$ cat src/rtl/plru_state_ctrl.sv
// rtl/plru_state_ctrl.sv - per-set pLRU tree storage and request side of the pLRU update engine
module plru_state_ctrl #(
  parameter int SETWAY      = 4,
  parameter int BITS_SETWAY = $clog2(SETWAY),
  parameter int NUM_SETS    = 16,
  parameter int SET_BITS    = $clog2(NUM_SETS),
  parameter int TIMEOUT     = 64
) (
  input  logic                   clk,
  input  logic                   rst,
  input  logic                   req_valid,
  output logic                   req_ready,
  input  logic [SET_BITS-1:0]    req_set,
  input  logic                   req_hit,
  input  logic [BITS_SETWAY-1:0] req_way,
  output logic                   resp_valid,
  input  logic                   resp_ready,
  output logic [BITS_SETWAY-1:0] resp_victim,
  output logic                   resp_is_miss,
  output logic                   resp_err,
  input  logic                   flush,
  output logic                   flush_busy,
  output logic [BITS_SETWAY-1:0] eng_line_num,
  output logic [SETWAY-2:0]      eng_btree,
  output logic                   eng_hit,
  output logic                   eng_miss,
  output logic [BITS_SETWAY:0]   eng_lines,
  input  logic [SETWAY-2:0]      eng_btree_in,
  input  logic                   eng_valid,
  input  logic [BITS_SETWAY-1:0] eng_index,
  input  logic                   eng_busy
);

  localparam int TW = $clog2(TIMEOUT + 1);

  typedef enum logic [2:0] {
    S_IDLE,
    S_ISSUE,
    S_WAIT,
    S_RESP,
    S_FLUSH
  } state_t;

  state_t                 state, state_nx;
  logic [SETWAY-2:0]      tree [NUM_SETS];
  logic [SET_BITS-1:0]    set_q;
  logic                   hit_q;
  logic [BITS_SETWAY-1:0] way_q;
  logic [SETWAY-2:0]      btree_q;
  logic [BITS_SETWAY-1:0] line_q;
  logic [TW-1:0]          tcnt;
  logic [SET_BITS-1:0]    fcnt;
  logic                   issue_fire;
  logic                   timed_out;
  logic                   flush_last;

  assign issue_fire = (state == S_ISSUE) && !eng_busy;
  assign timed_out  = (tcnt == TW'(TIMEOUT - 1));
  assign flush_last = (fcnt == SET_BITS'(NUM_SETS - 1));

  always_comb begin
    state_nx = state;
    case (state)
      S_IDLE:  if (flush) state_nx = S_FLUSH;
               else if (req_valid) state_nx = S_ISSUE;
      S_ISSUE: if (!eng_busy) state_nx = S_WAIT;
      S_WAIT:  if (eng_valid || timed_out) state_nx = S_RESP;
      S_RESP:  if (resp_ready) state_nx = S_IDLE;
      S_FLUSH: if (flush_last) state_nx = S_IDLE;
      default: state_nx = S_IDLE;
    endcase
  end

  assign req_ready  = (state == S_IDLE) && !flush;
  assign resp_valid = (state == S_RESP);
  assign flush_busy = (state == S_FLUSH);
  assign eng_hit    = issue_fire && hit_q;
  assign eng_miss   = issue_fire && !hit_q;
  assign eng_lines  = (BITS_SETWAY + 1)'(SETWAY);
  // Present live values during the launch cycle, then hold what was launched.
  assign eng_btree    = issue_fire ? tree[set_q] : btree_q;
  assign eng_line_num = issue_fire ? way_q : line_q;

  always_ff @(posedge clk or negedge rst) begin
    if (!rst) begin
      state        <= S_IDLE;
      set_q        <= '0;
      hit_q        <= 1'b0;
      way_q        <= '0;
      btree_q      <= '0;
      line_q       <= '0;
      tcnt         <= '0;
      fcnt         <= '0;
      resp_victim  <= '0;
      resp_is_miss <= 1'b0;
      resp_err     <= 1'b0;
      for (int i = 0; i < NUM_SETS; i++) tree[i] <= '0;
    end else begin
      state <= state_nx;
      case (state)
        S_IDLE: begin
          if (flush) begin
            fcnt <= '0;
          end else if (req_valid) begin
            set_q <= req_set;
            hit_q <= req_hit;
            way_q <= req_way;
          end
        end
        S_ISSUE: begin
          tcnt <= '0;
          if (!eng_busy) begin
            btree_q <= tree[set_q];
            line_q  <= way_q;
          end
        end
        S_WAIT: begin
          // A result arriving on the timeout cycle is still taken.
          if (eng_valid) begin
            tree[set_q]  <= eng_btree_in;
            resp_victim  <= hit_q ? way_q : eng_index;
            resp_is_miss <= !hit_q;
            resp_err     <= 1'b0;
          end else if (timed_out) begin
            resp_victim  <= '0;
            resp_is_miss <= !hit_q;
            resp_err     <= 1'b1;
          end else begin
            tcnt <= tcnt + 1'b1;
          end
        end
        S_FLUSH: begin
          tree[fcnt] <= '0;
          fcnt       <= fcnt + 1'b1;
        end
        default: ;
      endcase
    end
  end

endmodule

$ cat config.mk
export PLATFORM = sky130hd
export DESIGN_NAME = plru_state_ctrl
export DESIGN_NICKNAME = d
export VERILOG_FILES = /design/src/rtl/plru_state_ctrl.sv
export SDC_FILE = /design/constraint.sdc
export NUM_CORES = 1
export LEC_CHECK = 0
export CAP_MARGIN = 10
export CORE_ASPECT_RATIO = 0.75
export CORE_MARGIN = 4
export CORE_UTILIZATION = 40
export CTS_BUF_LIST = sky130_fd_sc_hd__clkbuf_8
export DETAILED_ROUTE_END_ITERATION = 8
export DONT_BUFFER_PORTS = 1
export PLACE_DENSITY = 0.59
export SETUP_SLACK_MARGIN = 0.5
export SLEW_MARGIN = 20
export SYNTH_ARGS = -nofsm -noshare
export SYNTH_HDL_FRONTEND = slang
export SYNTH_SLANG_ARGS = --single-unit
$ cat constraint.sdc
create_clock -name clk -period 2.12 [get_ports clk]
set_input_delay 0.212 -clock clk [delete_from_list [all_inputs] [get_ports clk]]
set_output_delay 0.212 -clock clk [all_outputs]
set_load 0.02 [all_outputs]
* After elaboration in Yosys (flattened, before gate mapping)
Index checks and enable logic that the tools add are counted.
** Word-level totals
- Output and inout port bits :: 17
- Input bits :: 19
- Bits in registers :: 78
- Word-level logic and storage cells :: 107
** Operators by class
- Bitwise operators :: 6
- $add $sub $neg :: 2
- Muxes and demuxes :: 31
- Equality and inequality tests :: 15
- Reductions and logical operators :: 22
- Magnitude comparators :: 4
** Operators with widths (number)
- $pmux 48 s2 :: 1
- $and 48x48->48 :: 1
- $bwmux 48 :: 1
- $mux 48 :: 1
- $not 48->48 :: 1
- $mux 3 :: 11
- $demux 3 s4 :: 2
- $pmux 3 s5 :: 1
- $mux 7 :: 2
- $pmux 7 s2 :: 1
- $bmux 3 s4 :: 1
- $ne 2x2->1 const B :: 6
- $ge 5x5->1 const B :: 2
- $lt 5x1->1 const B :: 2
- $not 4->5 :: 2
- $mux 2 :: 4
- $pmux 4 s2 :: 1
- $reduce_and 2->1 :: 4
- $reduce_bool 2->1 :: 4
- $add 7x1->7 const B :: 1
- $eq 7x6->1 const B :: 1
- $eq 3x2->1 const B :: 2
- $logic_and 1x1->1 :: 6
- $reduce_and 3->1 :: 2
- 13 further kinds :: 20

* Depth between registers and ports, before layout
Gate-level depths: netlist of the first run.
- Depth after elaboration :: 8
- Gate-level depth with buffers :: 7
- Gate-level depth less buffers :: 6

* Least setup slack after synthesis of the first run
No wires, ideal clock.
- Kind :: register to output
- Start point :: reg set_q[3]
- End point :: out eng_btree[2]
- Cell stages (with the launch flop) :: 7
- Arrival time :: 1.728 ns
- Slack :: 0.180 ns
- Required time :: 1.908 ns
- Path buffers :: 2
- Cells stage by stage :: dfrtp_1 buf_2 buf_2 mux4_2 mux2i_1 nor2_1 a221o_1
** Between the ends
- Word-level cells in the longest chain between the ends :: 5
** RTL lines
- from (decl) :: line 46 : logic [SET_BITS-1:0] set_q;
- from (signal assigned) :: line 105 : set_q <= req_set;
- $not 4->5 (implied by the code) :: line 81 : assign eng_btree = issue_fire ? tree[set_q] : btree_q;
- $bmux 3 s4 :: line 81
- $mux 3 (implied by the code) (2 in a row) :: line 81
- $mux 3 :: line 81
- to (decl) :: line 24 : output logic [SETWAY-2:0] eng_btree,
Every way passes these cells. The select of a mux whose other input is x is not followed.

* Worst setup path in the final report of the first run
Same ends and word-level chain as after synthesis.

==> impl_metrics.py, run 1 <==
metrics = {
    "outcome": {
        "status": "finished with violations",
        "violations": "hold timing, setup timing",
    },
    "clock_network": {
        "cts.sinks": 78,
        "clockRootBuffer": "clkbuf_8",
        "cts_htree_levels": 3,
        "holdBufCountCts": 11,
        "clkSlewWorstSetupHoldPaths_ps": 90,
        "cts_tree": "yes",
        "cts_max_path_buffers": 2,
        "cts_buffers": 9,
        "clk_latency_ps": 370,
    },
    "cells_and_area": {
        "synthToLayoutAreaGrowth_pct": 42.8,
        "nNetsFinal": 463,
        "drive_gt1_share_pct": 48.9,
        "mostFrequentLayoutCells": "dfrtp_1, mux2i_1, buf_4",
        "final_common_cell": "dfrtp_1",
        "stdcell_area_sq_um": 5820,
        "final_cell_count_no_fill": 577,
        "final_util_pct": 59.3,
    },
    "power": {
        "swShare_pct": 39.8,
        "p_switching_mw": 3.05,
        "seq_power_share_pct": 34.8,
        "power_frac_comb_pct": 50.6,
        "p_int_mw": 4.60,
        "power.share.clock_pct": 14.6,
        "pwr_density_cell_nw_per_um2": 1310,
        "ir_worst_vdd_uv": 860,
        "leakagePower_nw": 2.59,
    },
    "yosys": {
        "async_reset_ff_share_pct": 100,
        "synth_cell_types": 46,
        "post_synth_instance_area_sq_um": 4080,
        "synth_area_per_cell_sq_um": 10.9,
        "yosys_register_bits": 78,
        "ys_warn_count": 0,
        "synth_top_area_share_pct": 47.9,
        "ys_seq_area_share_pct": 47.9,
        "synthCells": 375,
        "synth-edff-count": 0,
        "synth_area_leaders": "dfrtp_1, mux2i_1, mux4_2",
        "synth_top_area_cell": "dfrtp_1",
        "synthFlopType": "dfrtp_1",
    },
    "critical_path": {
        "r2r-end": "tree[30]",
        "path_delay_family": "multiplexers",
        "crit_path_end_kind": "output pin",
        "cp_max_fo": 9,
        "reg2regPathDepth": 6,
        "crit_path_max_incr_delay_ps": 520,
        "cp-start-kind": "flip-flop",
        "cp_num_cells": 4,
        "rr_startpoint": "state[1]",
        "crit_type": "reg2out",
        "cp.arrival_ps": 2150,
        "required_ps": 1910,
        "rrSetupSlack_ps": 190,
        "startpoint": "set_q[3]",
        "path_buf_inv": 1,
        "critPathSlowestCell": "mux4_2",
        "cp-endpoint": "eng_btree[2]",
        "crit_chain": "buf_12, mux4_2, mux2_2, a221o_2",
    },
    "sta": {
        "worst_pin_slew_ps": 507,
        "period_minus_slack_ps": 2360,
        "finalSetupViolCount": 3,
        "max_slew_margin_pct": 65.9,
        "final.setup.tns_ps": -646,
        "slew_viol_final": 0,
        "finClkSkew_ps": 12.7,
        "timing_hold_violations_final": 78,
        "period_share_pct": 111,
        "finalWorstSetupSlack_ps": -239,
        "rsz0062_at_grt": "true",
        "whs_ps": -472,
        "max_freq_ghz": 0.424,
    },
    "floorplan": {
        "initial_utilization_pct": 41.5,
        "fp.dieH_um": 95.4,
        "fp.dieW_um": 125,
        "die_area_sq_um": 11900,
        "fp.coreArea_sq_um": 9810,
        "rows": 31,
        "ios": 36,
    },
    "detailed_routing": {
        "drt_iter0_markers": 264,
        "viasPerCell": 5.71,
        "dr.pass1.iters": 4,
        "wl_per_cell_um": 21.2,
        "num_vias": 3293,
        "ant_nets": 0,
        "drc_errors": 0,
        "totalWireLength_um": 12200,
    },
    "global_routing": {
        "grt_usage_pct": 21.5,
        "grt_pass1_vias": 3249,
        "antenna_found_initial": 1,
        "overflow": 0,
        "grt_pass1_wl_um": 19300,
        "grt_max_degree": 79,
    },
    "placement": {
        "dp.cells": 513,
        "io_buffers": 0,
        "dpl.hpwl_um": 7770,
        "placed_area_sq_um": 4380,
        "gp_congestion": 0.874,
    },
    "hold_path": {
        "hp-class": "in2async",
    },
    "flow_run": {
        "drv_cap": 0,
    },
}
[cell usage after synthesis (3+ instances only)]
cell / instances
nand3_1: 32
and2_1: 5
mux2_2: 12
inv_1: 18
clkinv_1: 4
or3_1: 3
mux2_1: 3
a21oi_1: 5
buf_4: 5
nor2_1: 11
dfrtp_1: 78
a22o_1: 4
mux2i_1: 37
nand2_1: 55
a31o_2: 3
mux4_2: 12
buf_2: 8
and3_1: 8
clkbuf_1: 4
nor3_1: 7
ha_1: 5
o21ai_0: 11
o31ai_1: 11
a221o_1: 3
a21boi_0: 3
[worst min path at each step]
stage,slack (ps),depth (start not counted),startpoint,endpoint
after CTS,-480,0,rst,tree[31]
after global placement,-80,0,rst,resp_is_miss
after detailed placement,-80,0,rst,resp_is_miss
after floorplan,-80,0,rst,btree_q[0]
final,-470,0,rst,resp_is_miss
after global routing,-500,0,rst,resp_is_miss
[repair_timing]
action | CTS | global route
setup endpoints to repair | 72 | 79
gates cloned | 2 | 0
hold endpoints to repair | 100 | 78
resized for setup | 128 | 62
buffers inserted | 23 | 11
pin swaps | 56 | 38
[state kept, by name, summed over array words and instances (netlist names)]
name / cells
btree_q: 3
fcnt: 4
hit_q: 1
line_q: 2
resp_err: 1
resp_is_miss: 1
resp_victim: 2
set_q: 4
state: 3
tcnt: 7
tree: 48
way_q: 2
[final cells by class]
| type | count | area, sq um |
|---|---|---|
| Clock inverter | 4 | 28.8 |
| Multi-Input combinational cell | 258 | 2700 |
| Antenna cell | 1 | 2.50 |
| Tap cell | 132 | 165 |
| Inverter | 23 | 98.8 |
| Fill cell | 769 | 3990 |
| Sequential cell | 78 | 1960 |
| Timing Repair Buffer | 69 | 702 |
| Clock buffer | 12 | 165 |
[metrics by stage]
| stage | worst slack (ps) | total power, mW |
|---|---|---|
| after global placement | 82.0 | 4.91 |
| after CTS | -259 | 7.13 |
| final | -239 | 7.65 |
| after global routing | -294 | 8.04 |
| after detailed placement | 44.9 | 4.97 |
| after floorplan | 321 | 4.29 |
[metal layers]
layer / vias up / part of all wire [%] / global-route usage, %
met5: - / 0 / 0
met3: 18 / 7.3 / 5.21
met4: 0 / 2.1 / 7.03
met1: 1671 / 44 / 31.1
met2: 122 / 46 / 31.9
li1: 1482 / - / -
[worst reg2reg max path: stages (launching register included)]
cell      delay, ps
dfrtp_1         410
buf_6           140
buf_6            90
and4bb_1        250
nand2_2          80
or4b_4          540
mux2_4          320
[logic make-up after synthesis]
group / synth area share [%]
buffers and inverters: 4.39
DFF: 47.9
AOI/OAI and AO/OA: 8.44
muxes: 19.9
adders and majority gates: 1.53
and+or+nand+nor: 17.7
other: 0.184
[power by group through the flow]
stage          clock (mW)  sequential, mW  combinational, mW
5_1_grt              1.20            2.72               4.12
3_3_place_gp            0            2.58               2.33
3_5_place_dp            0            2.58               2.39
4_1_cts              1.12            2.60               3.42
6_report             1.11            2.66               3.87
2_1_floorplan           0            2.33               1.96
No activity file was read; power rests on OpenSTA's default activity.
==> inputs of run 2 (changes only) <==
- clock period: 2.12 -> 2.95 ns (I/O delays scaled with it)
==> run 2 against run 1 <==
Effect of this change:
- die area unchanged
- the flow now finishes without violations
- combinational power decreased by 56%
- largest power group is now registers
- clock skew about the same
- critical endpoint is now eng_btree[1]
- sequential power decreased by 29%
==> impl_metrics.py, run 2 (synthesis gave the netlist of run 1 again) <==
metrics = {
    "global_routing": {
        "grt_usage_pct": 18.3,
        "grt_pass1_vias": 2943,
        "grt_pass1_wl_um": 16500,
        "antenna_found_initial": 0,
        "overflow": 0,
        "grt_max_degree": 79,
    },
    "clock_network": {
        "clkSlewWorstSetupHoldPaths_ps": 90,
        "cts.sinks": 78,
        "cts_htree_levels": 3,
        "cts_max_path_buffers": 2,
        "clk_latency_ps": 360,
        "cts_buffers": 9,
        "cts_tree": "yes",
        "clockRootBuffer": "clkbuf_8",
    },
    "placement": {
        "io_buffers": 0,
        "gp_congestion": 0.885,
        "dpl.hpwl_um": 7310,
    },
    "critical_path": {
        "cp.arrival_ps": 2110,
        "cp-start-kind": "flip-flop",
        "crit_top_cell": "buf_4",
        "cp_max_fo": 9,
        "crit_path_max_incr_delay_ps": 410,
        "crit_chain": "buf_4, buf_4, mux4_2, mux2i_1, nor2_1, a221o_2",
        "required_ps": 2650,
        "crit_type": "reg2out",
        "critPathSlowestCell": "dfrtp_2",
        "crit_path_end_kind": "output pin",
    },
    "power": {
        "leakagePower_nw": 2.16,
        "power_mw": 4.38,
        "swShare_pct": 38.5,
        "ir_worst_vdd_uv": 297,
        "power_frac_comb_pct": 38.7,
        "p_int_mw": 2.69,
        "pwr_density_cell_nw_per_um2": 961,
        "seq_power_share_pct": 43.3,
        "p_switching_mw": 1.69,
        "power.share.clock_pct": 18.0,
    },
    "detailed_routing": {
        "viasPerCell": 5.63,
        "num_vias": 2987,
        "dr.pass1.iters": 4,
        "top_layer": "met4",
        "totalWireLength_um": 10400,
        "wl_per_cell_um": 19.5,
        "drc_errors": 0,
        "route.met2.wl_um": 4540,
        "wl_met3_um": 948,
        "drt_iter0_markers": 268,
        "met1_length_um": 4800,
        "ant_nets": 0,
    },
    "sta": {
        "max_slew_margin_pct": 55.8,
        "worst_pin_slew_ps": 658,
        "final.setup.tns_ps": 0,
        "slew_viol_final": 0,
        "period_minus_slack_ps": 2410,
        "finalSetupViolCount": 0,
        "rsz0062_at_grt": "true",
        "finClkSkew_ps": 12.3,
        "timing_hold_violations_final": 0,
        "max_freq_ghz": 0.415,
        "period_share_pct": 81.6,
    },
    "floorplan": {
        "fp.dieH_um": 95.4,
        "fp.coreArea_sq_um": 9810,
        "rows": 31,
        "initial_utilization_pct": 41.5,
        "fp.dieW_um": 125,
        "die_area_sq_um": 11900,
        "ios": 36,
    },
    "cells_and_area": {
        "diodes": 0,
        "n_fill_cell": 899,
        "mostFrequentLayoutCells": "dfrtp_1, nand2_1, mux2i_1",
        "nNetsFinal": 418,
        "final_common_cell": "dfrtp_1",
        "largest_register_ffs": 48,
        "drive_gt1_share_pct": 20.3,
        "synthToLayoutAreaGrowth_pct": 11.9,
        "multi_input_area_sq_um": 1960,
        "reg_top3": "tree: 48 flops, tcnt: 7 flops",
        "ff_latch_area_sq_um": 1960,
        "largest-register": "tree",
    },
    "flow_run": {
        "drv_cap": 0,
    },
    "outcome": {
        "status": "completed",
    },
    "hold_path": {
        "hp-class": "in2reg",
    },
}
## run 2: cell types whose count changed in the layout (fill, tap and decap cells not counted), moves of 13 or more
cell,change
buf_4,-14
buf_6,-17
nand2_1,+37
nand2_2,-29
nand3_1,+16
nand3_4,-13
## run 2: metrics by stage
stage,area [sq um],hold slack (ps),std cells,util [%],setup WS (ps)
3_3_place_gp,4210,1.40,499,42.9,677
5_1_grt,4560,51.3,531,46.5,487
2_1_floorplan,4080,-0.591,376,-,927
4_1_cts,4500,43.7,525,45.8,517
6_report,4560,50.7,531,46.5,543
3_5_place_dp,4210,1.88,499,42.9,659
## run 2: final cells by class
type                       instances  area share [%]
multi-input combinational        258            43.0
timing repair buffer              24            4.33
clock inverter                     7            1.45
inverter                          23            1.89
clock buffer                       9            2.72
tap                              132            3.62
sequential                        78            42.9
## run 2: what timing repair did
action,4_1_cts,5_1_grt
endpoints found under the hold margin,78,0
setup endpoints to repair,3,3
pin swaps,1,1
hold buffers,2,0
resized for setup,4,5
buffers inserted,8,6
## run 2: worst paths after layout
check	start	endpoint	slack, ps	cells after the start
worst max-delay path	set_q[3]	eng_btree[1]	540	6
worst min-delay path	eng_btree_in[0]	tree[33]	50	2
worst max register to register	state[0]	way_q[0]	860	4
worst min register to register	tree[18]	tree[18]	530	2
max in group asynchronous	rst	set_q[2]	2120	2
min in group asynchronous	rst	tree[34]	500	2
## run 2: critical path, delay by kind of cell, from the launching register on
family | cells | cell delay (ps)
AO/OA/AOI/OAI | 1 | 380
multiplexers | 2 | 530
AND/OR/NAND/NOR | 1 | 80
flip-flops | 1 | 410
buffers and inverters | 2 | 340
## run 2: power by group through the flow
stage	combinational (mW)	clock (mW)	sequential, mW
6_report	1.70	0.788	1.90
5_1_grt	1.86	0.855	1.95
4_1_cts	1.62	0.805	1.89
3_5_place_dp	1.43	0	1.98
3_3_place_gp	1.39	0	1.98
2_1_floorplan	1.34	0	1.67
## run 2: routing by layer
metal,global-route usage (%),up-vias
li1,-,1388
met1,25.4,1491
met2,28.1,98
met3,6.16,10
met4,3.74,0
met5,0,-
==> inputs of run 3 (changes only) <==
- ABC_AREA: unset -> 1
- PLACE_DENSITY: 0.59 -> 0.61
- clock period: 2.95 -> 2 ns (I/O delays scaled with it)
==> run 3 against run 2 <==
Effect of this change:
- non-clock buffer count rose by 32
- die area increased by 4.1%
- worst hold slack got worse by 540 ps
- setup slack got worse by 480 ps
- sequential cell count stayed put
- clock skew down 5.6 ps
- design area is 27% higher
- the flow now finishes with violations (hold timing)
- clock power rose by 81%
- critical path type unchanged
- global-route usage is 2.0 points higher
- sequential share of layout area fell by 9.2 points
- first-iteration DRC count rose by 12%
- largest cell class unchanged
- register-to-register slack worse by 600 ps
==> impl_metrics.py, run 3 <==
metrics = {
    "clock_network": {
        "cts.sinks": 78,
        "cts_buffers": 9,
        "cts_max_path_buffers": 2,
        "clkSlewWorstSetupHoldPaths_ps": 80,
        "cts_tree": "yes",
        "cts_htree_levels": 3,
        "clk_latency_ps": 370,
        "clockRootBuffer": "clkbuf_8",
    },
    "sta": {
        "worst_pin_slew_ps": 836,
        "max_slew_margin_pct": 44.2,
        "finalSetupViolCount": 0,
        "slew_viol_final": 0,
        "max_freq_ghz": 0.516,
        "period_share_pct": 97.0,
        "final.setup.tns_ps": 0,
        "finClkSkew_ps": 6.71,
        "whs_ps": -487,
        "period_minus_slack_ps": 1940,
        "finalWorstSetupSlack_ps": 60.7,
        "rsz0062_at_grt": "true",
        "timing_hold_violations_final": 78,
    },
    "yosys": {
        "post_synth_instance_area_sq_um": 4260,
        "synth_cell_types": 32,
        "async_reset_ff_share_pct": 100,
        "synth_area_leaders": "dfrtp_1, nand2_1, inv_1",
        "synth.most_common_cell": "nand2_1",
        "synthCells": 532,
        "synth-edff-count": 0,
        "ys_seq_area_share_pct": 45.9,
        "synth_top_area_cell": "dfrtp_1",
        "synth_area_per_cell_sq_um": 8.00,
        "yosys_register_bits": 78,
        "synthFlopType": "dfrtp_1",
        "synth_top_area_share_pct": 45.9,
        "ys_warn_count": 0,
        "synthTopCellsByCount": "nand2_1, dfrtp_1, inv_1",
    },
    "power": {
        "power_mw": 7.72,
        "p_switching_mw": 3.31,
        "ir_worst_vdd_uv": 615,
        "power.share.clock_pct": 18.5,
        "leakagePower_nw": 2.64,
        "swShare_pct": 42.9,
        "pwr_density_cell_nw_per_um2": 1330,
        "power_frac_comb_pct": 49.1,
        "p_int_mw": 4.41,
        "seq_power_share_pct": 32.4,
    },
    "cells_and_area": {
        "final_common_cell": "nand2_1",
        "final_util_pct": 56.2,
        "stdcell_area_sq_um": 5800,
        "largest_register_ffs": 48,
        "largest-register": "tree",
        "nNetsFinal": 609,
        "drive_gt1_share_pct": 32.8,
        "mostFrequentLayoutCells": "nand2_1, dfrtp_1, inv_1",
        "synthToLayoutAreaGrowth_pct": 36.3,
        "final_cell_count_no_fill": 725,
        "reg_top3": "tree: 48 flops, tcnt: 7 flops",
        "diodes": 0,
    },
    "floorplan": {
        "fp.dieH_um": 97.3,
        "die_area_sq_um": 12400,
        "fp.coreArea_sq_um": 10300,
        "rows": 32,
        "ios": 36,
        "initial_utilization_pct": 41.2,
        "fp.dieW_um": 127,
    },
    "placement": {
        "gp_congestion": 0.875,
        "io_buffers": 0,
        "placed_area_sq_um": 4390,
        "dpl.hpwl_um": 8170,
        "pre_cts_ws_ps": 226,
        "dp.cells": 663,
    },
    "critical_path": {
        "rrSetupSlack_ps": 260,
        "cp_max_fo": 5,
        "reg2regPathDepth": 9,
        "crit_type": "reg2out",
        "cp-start-kind": "flip-flop",
        "required_ps": 1800,
        "cp.arrival_ps": 1740,
        "crit_path_end_kind": "output pin",
        "r2r-end": "tree[15]",
        "rr_startpoint": "state[1]",
    },
    "detailed_routing": {
        "ant_nets": 0,
        "viasPerCell": 5.32,
        "wl_per_cell_um": 18.1,
        "dr.pass1.iters": 7,
        "num_vias": 3856,
        "drt_iter0_markers": 299,
        "totalWireLength_um": 13100,
        "drc_errors": 0,
    },
    "global_routing": {
        "grt_pass1_wl_um": 19700,
        "grt_usage_pct": 20.3,
        "grt_pass1_vias": 3714,
        "antenna_found_initial": 0,
        "overflow": 0,
        "grt_max_degree": 79,
    },
    "outcome": {
        "status": "finished with violations",
        "violations": "hold timing",
    },
    "flow_run": {
        "drv_cap": 0,
    },
    "hold_path": {
        "hp-class": "in2async",
    },
}
[run 3: changes by cell type in the layout (fill, tap and decap cells not counted), moves of 13 or more]
cell / before / now
nand2_2: 0 / 15
nor2_4: 0 / 16
nand3_1: 32 / 17
mux2i_1: 36 / 2
buf_6: 0 / 15
inv_1: 19 / 66
nand2_1: 55 / 143
o22ai_1: 0 / 22
nand2_4: 0 / 13
o22ai_2: 0 / 15
[run 3: power by group through the flow]
stage	Combinational (mW)	Clock [mW]	Sequential, mW
after detailed placement	2.25	0	2.48
after floorplan	1.77	0	2.36
after global routing	4.08	1.53	2.56
after CTS	2.90	1.44	2.47
final	3.79	1.43	2.50
after global placement	2.21	0	2.48
[run 3: repair_timing]
item                                    4_1_cts  5_1_grt
cloned                                        2        1
setup buffers                                19       15
endpoints found under the setup margin       64       77
hold buffers                                  8        2
resized for setup                            61      114
hold endpoints to repair                     86       82
pin swaps                                    12       34
[run 3: worst max-delay path by stage]
| stage | startpoint | to | slack (ps) | depth (start not counted) |
|---|---|---|---|---|
| after floorplan | state[2] | eng_hit | 490 | 5 |
| after global placement | set_q[1] | eng_btree[0] | 220 | 7 |
| after detailed placement | set_q[1] | eng_btree[0] | 230 | 7 |
| after CTS | set_q[0] | eng_btree[2] | 100 | 9 |
| after global routing | set_q[1] | eng_btree[1] | -30 | 8 |
| final | set_q[1] | eng_btree[0] | 60 | 8 |
[run 3: final cells by class]
cell class | count | area [sq um]
repair inverters | 1 | 7.51
repair buffers | 56 | 624
clock inverters | 6 | 111
inverters | 74 | 302
flip-flops and latches | 78 | 1960
multi-input cells | 365 | 2500
fillers | 883 | 4530
well taps | 136 | 170
clock buffers | 9 | 124
[run 3: routing by layer]
metal	vias up	track usage (%)	routed length (um)
met4	0	4.62	229
li1	1804	-	-
met5	-	0	0
met2	133	28.6	5790
met1	1893	30.4	6230
met3	26	6.26	866
[run 3: worst max-delay path: stages, from the launching register on]
cell and delay (ps):
dfrtp_2 480, buf_4 170, nor2_4 170, nand2_1 80, nand4_1 90, nand2_1 60, nand2_1 70, nor2_2 50
nor2_4 180
[run 3: cell families (layout without fill, tap and decap cells)]
logic type	count (synthesis)	after routing	share of synthesized area [%]
xor gates and xnor gates	3	3	0.618
other	2	3	0.176
AOI/OAI and AO/OA	90	90	13.2
muxes	4	4	1.18
adders and majority gates	5	5	1.47
DFF	78	78	45.9
and+or+nand+nor	258	260	27.8
buffers and inverters	92	146	9.76
